### src/rtl/fifo_uart_tx.sv
// UART transmitter that pulls bytes from a synchronous FIFO read port and
// serialises them LSB-first with optional parity and one or two stop bits.
module fifo_uart_tx #(
   parameter int unsigned DATA_WIDTH   = 8,
   parameter int unsigned CLKS_PER_BIT = 16,
   parameter int unsigned STOP_BITS    = 1,
   parameter int unsigned PARITY_EN    = 0,
   parameter int unsigned PARITY_ODD   = 0
) (
   input  logic                  clk,
   input  logic                  rst_a_n,
   input  logic                  tx_en,
   input  logic                  fifo_empty,
   input  logic [DATA_WIDTH-1:0] fifo_data,
   output logic                  fifo_rd_en,
   output logic                  tx,
   output logic                  busy,
   output logic                  frame_done
);

   localparam int unsigned BAUD_W = (CLKS_PER_BIT > 1) ? $clog2(CLKS_PER_BIT) : 1;
   localparam int unsigned BIT_W  = $clog2(DATA_WIDTH) + 1;

   localparam logic [BAUD_W-1:0] BAUD_LAST = BAUD_W'(CLKS_PER_BIT - 1);
   localparam logic [BIT_W-1:0]  DATA_LAST = BIT_W'(DATA_WIDTH - 1);
   localparam logic [BIT_W-1:0]  STOP_LAST = BIT_W'(STOP_BITS - 1);

   typedef enum logic [2:0] {
      S_IDLE,
      S_FETCH,
      S_LOAD,
      S_START,
      S_DATA,
      S_PARITY,
      S_STOP
   } state_e;

   state_e                state_q, state_d;
   logic [BAUD_W-1:0]     baud_q, baud_d;
   logic [BIT_W-1:0]      bit_q, bit_d;
   logic [DATA_WIDTH-1:0] shift_q, shift_d;
   logic                  par_q, par_d;
   logic                  tx_q, tx_d;
   logic                  frame_done_q, frame_done_d;
   logic                  counting;
   logic                  baud_last;

   // Next-state, datapath and registered-output decode
   always_comb begin
      state_d   = state_q;
      baud_d    = '0;
      bit_d     = bit_q;
      shift_d   = shift_q;
      par_d     = par_q;
      counting  = (state_q inside {S_START, S_DATA, S_PARITY, S_STOP});
      baud_last = counting && (baud_q == BAUD_LAST);

      // Baud counter restarts at every bit boundary, which covers every state entry
      if (counting && !baud_last) begin
         baud_d = baud_q + BAUD_W'(1);
      end

      unique case (state_q)
         S_IDLE: begin
            if (tx_en && !fifo_empty) begin
               state_d = S_FETCH;
            end
         end
         S_FETCH: begin
            state_d = S_LOAD;
         end
         S_LOAD: begin
            shift_d = fifo_data;
            par_d   = (^fifo_data) ^ 1'(PARITY_ODD);
            bit_d   = '0;
            state_d = S_START;
         end
         S_START: begin
            if (baud_last) begin
               bit_d   = '0;
               state_d = S_DATA;
            end
         end
         S_DATA: begin
            if (baud_last) begin
               shift_d = shift_q >> 1;
               if (bit_q == DATA_LAST) begin
                  bit_d   = '0;
                  state_d = (PARITY_EN != 0) ? S_PARITY : S_STOP;
               end else begin
                  bit_d = bit_q + BIT_W'(1);
               end
            end
         end
         S_PARITY: begin
            if (baud_last) begin
               state_d = S_STOP;
            end
         end
         S_STOP: begin
            if (baud_last) begin
               if (bit_q == STOP_LAST) begin
                  bit_d   = '0;
                  state_d = S_IDLE;
               end else begin
                  bit_d = bit_q + BIT_W'(1);
               end
            end
         end
         default: begin
            state_d = S_IDLE;
         end
      endcase

      case (state_d)
         S_START:  tx_d = 1'b0;
         S_DATA:   tx_d = shift_d[0];
         S_PARITY: tx_d = par_d;
         default:  tx_d = 1'b1;
      endcase

      frame_done_d = (state_d == S_STOP) && (baud_d == BAUD_LAST) && (bit_d == STOP_LAST);
   end

   always_ff @(posedge clk or negedge rst_a_n) begin
      if (!rst_a_n) begin
         state_q      <= S_IDLE;
         baud_q       <= '0;
         bit_q        <= '0;
         shift_q      <= '0;
         par_q        <= 1'b0;
         tx_q         <= 1'b1;
         frame_done_q <= 1'b0;
      end else begin
         state_q      <= state_d;
         baud_q       <= baud_d;
         bit_q        <= bit_d;
         shift_q      <= shift_d;
         par_q        <= par_d;
         tx_q         <= tx_d;
         frame_done_q <= frame_done_d;
      end
   end

   // Read strobe and busy are pure decodes of the state flops
   assign fifo_rd_en = (state_q == S_FETCH);
   assign busy       = (state_q != S_IDLE);
   assign tx         = tx_q;
   assign frame_done = frame_done_q;

endmodule

### config.mk
export PLATFORM = sky130hd
export DESIGN_NAME = fifo_uart_tx
export DESIGN_NICKNAME = d
export VERILOG_FILES = /design/src/rtl/fifo_uart_tx.sv
export SDC_FILE = /design/constraint.sdc
export NUM_CORES = 1
export LEC_CHECK = 0
export ABC_AREA = 0
export BUFFER_PORTS_ARGS = -buffer_cell sky130_fd_sc_hd__buf_2
export CAP_MARGIN = 30
export CORE_MARGIN = 10
export CORE_UTILIZATION = 45
export DETAILED_ROUTE_END_ITERATION = 8
export SLEW_MARGIN = 20
export SYNTH_ARGS = -nofsm -noshare
export SYNTH_HDL_FRONTEND = slang
export SYNTH_SLANG_ARGS = --single-unit
export TNS_END_PERCENT = 1
### constraint.sdc
create_clock -name clk -period 2 [get_ports clk]
set_clock_uncertainty 0.15 [all_clocks]
set_input_delay 0.4 -clock clk [delete_from_list [all_inputs] [get_ports clk]]
set_output_delay 0.4 -clock clk [all_outputs]
set_load 0.05 [all_outputs]
==> flow_summary.json <==
{
  "synth_cells": 139,
  "crit_fanout": 12,
  "io_pins": 16,
  "yosysSeqAreaShare": 0.4184,
  "die-area_um2": 5496,
  "reg2reg_to": "frame_done",
  "numPortBuffers": 15,
  "grt_pass1_wl_um": 4657,
  "grt_remaining_overflow": 0,
  "end_kind": "primary output",
  "worst-endpoint-arrival_ps": 1360,
  "viasPerCell": 5.443,
  "drive_above_1_share": 0.2883,
  "hpwlAfterDp_um": 2048,
  "cts_root_buffer": "clkbuf_4",
  "nFillCells": 273,
  "synth-edff-count": 0,
  "r2r_slack_ps": 120,
  "wl_um": 2780,
  "first_pass_iters": 4,
  "htreeDepth": 1,
  "dpl_cell_area_um2": 1434,
  "cts_tree": "built",
  "start_util": 0.4741,
  "numCtsBuffers": 3,
  "nets": 179,
  "cts.sinks": 22,
  "syn_nets": 154,
  "status": "complete, no violations",
  "syn_area_per_cell_um2": 9.488,
  "grt_max_degree": 23,
  "ir_drop_v": 0.0003527,
  "worst_pin_slew_ps": 491.5,
  "track_usage": 0.1051,
  "ff2ff_path_depth": 7,
  "clock_path_buffers": 2,
  "ys.flop_type": "dfrtp_1",
  "place_inst": 185,
  "core_area_um2": 2781,
  "grt_pass1_vias": 995,
  "final_cell_mix": "nand2_1 (18), dfrtp_1 (18), buf_2 (14)",
  "yosysWarnings": 0,
  "fin_util": 0.5443,
  "die_w_um": 74.14,
  "clk_latency_ps": 310,
  "hold_violations": 0,
  "seq_area_um2": 555.5,
  "avgRoutedWirePerCell_um": 14.33,
  "finalSetupViolCount": 0,
  "design_area_um2": 1514,
  "ys_types": 43,
  "worstHoldStart": "fifo_data[7]",
  "critical_path_class": "reg2out",
  "synth_seq_cells": 22,
  "netlist_area_um2": 1319,
  "die_h_um": 74.14,
  "place_congestion": 0.8239,
  "ant_nets": 0,
  "power.density_nw_per_um2": 500.1,
  "worstSetupStartpointType": "flop",
  "rows": 19,
  "hold_path.class": "in2reg",
  "drv_cap": 0,
  "clk_pin_slew_worst_paths_ps": 120,
  "syn_to_final_growth_pct": 14.80,
  "p_leak_uw": 0.0006852,
  "antenna_found_initial": 0,
  "multiInputGateArea_um2": 711.9,
  "stdcell_count": 194,
  "period_needed_ps": 1913,
  "synth-async-reset-ratio": 1.000,
  "fmax_ghz": 0.5226,
  "antennaDiodeCount": 0,
  "endpoint": "fifo_rd_en",
  "r2r_start": "baud_q[0]",
  "drc": 0,
  "cp-startpoint": "state_q[1]",
  "post-route-period-util": 0.9567,
  "drtIter0Drc": 82,
  "report.final.slew_viol_count": 0,
  "required_ps": 1450,
  "via_count": 1056,
  "slew_headroom": 0.6724
}
## state kept, by name, indices dropped and copies added (netlist names)
signal / count
baud_q: 4
bit_q: 4
frame_done: 1
par_q: 1
shift_q: 8
state_q: 3
tx: 1
## what timing repair did
action                                  in CTS  in global routing
gates resized for setup                      3                  5
endpoints found under the hold margin       21                  0
buffers inserted                             0                  4
hold buffers                                 1                  0
endpoints found under the setup margin       2                  4
## stage by stage
stage / power [uW] / hold slack [ps] / TNS [ps] / setup WS (ps)
2_1_floorplan: 520.0 / -45.59 / 0 / 142.2
3_3_place_gp: 549.5 / 245.5 / 0 / 97.09
3_5_place_dp: 552.4 / 246.1 / 0 / 51.92
4_1_cts: 770.7 / 161.2 / 0 / 14.14
5_1_grt: 795.9 / 162.3 / -13.85 / -8.249
6_report: 757.2 / 172.6 / 0 / 86.55
## report_power, final
part	internal [uW]	leakage (uW)	switching [uW]
clock	77.8	0.0000150	135
sequential	462	0.000254	9.78
combinational	35.6	0.000417	37.3
total	575	0.000685	182
## cell families (layout without fill, tap and decap cells)
kind of cell	after synthesis	in the layout	share of synthesized area
AOI/OAI and AO/OA	41	41	0.2087
adders and majority gates	3	3	0.02847
muxes	2	2	0.01518
xor gates and xnor gates	9	9	0.05978
DFF	22	22	0.4184
and+or+nand+nor	51	51	0.2220
buffers and inverters	11	35	0.04744
## synth_stat cells (2+ instances only)
| cell type | instances | share of area |
|---|---|---|
| a22oi_1 | 6 | 0.034 |
| mux2i_1 | 2 | 0.015 |
| dfrtp_1 | 21 | 0.40 |
| o21ai_1 | 2 | 0.0076 |
| a21o_1 | 2 | 0.011 |
| a31oi_1 | 2 | 0.0095 |
| and3b_1 | 2 | 0.013 |
| nand2_1 | 18 | 0.051 |
| inv_1 | 5 | 0.014 |
| a22o_2 | 2 | 0.015 |
| nand4_1 | 2 | 0.0095 |
| nand2b_2 | 2 | 0.013 |
| and3_4 | 2 | 0.017 |
| ha_1 | 3 | 0.028 |
| nor2b_1 | 2 | 0.0095 |
| a21oi_1 | 7 | 0.027 |
| a41oi_1 | 2 | 0.013 |
| buf_6 | 2 | 0.017 |
| xnor2_1 | 8 | 0.053 |
| and3_1 | 3 | 0.014 |
| buf_2 | 2 | 0.0076 |
| o21ai_0 | 11 | 0.042 |
| nor2_1 | 11 | 0.031 |
## how the worst min path moves through the flow
stage                       endpoint  slack, ps  cells past startpoint
final                     shift_q[7]        170                      3
after global routing      shift_q[7]        160                      3
after CTS                 shift_q[7]        160                      3
after detailed placement  state_q[1]        250                      1
after global placement      bit_q[1]        250                      1
after floorplan            baud_q[0]        -50                      0
## critical path, cell delays in order (launching register included)
cell	delay, ps
dfrtp_2	510
inv_1	160
and3_1	160
clkbuf_4	220
## layer usage
layer,global-route usage,part of all wire,vias up
met5,0,0,-
met4,0.03727,0.010,0
li1,-,-,538
met3,0.03059,0.059,4
met2,0.1487,0.43,20
met1,0.1476,0.50,494
## cell type report
type	instances	share of cell area
repair buffers	26	0.1074
multi-input cells	106	0.4702
flip-flops and latches	22	0.3669
inverters	5	0.01240
clock buffers	4	0.01736
well taps	31	0.02562
(Power assumes the default switching activity.)
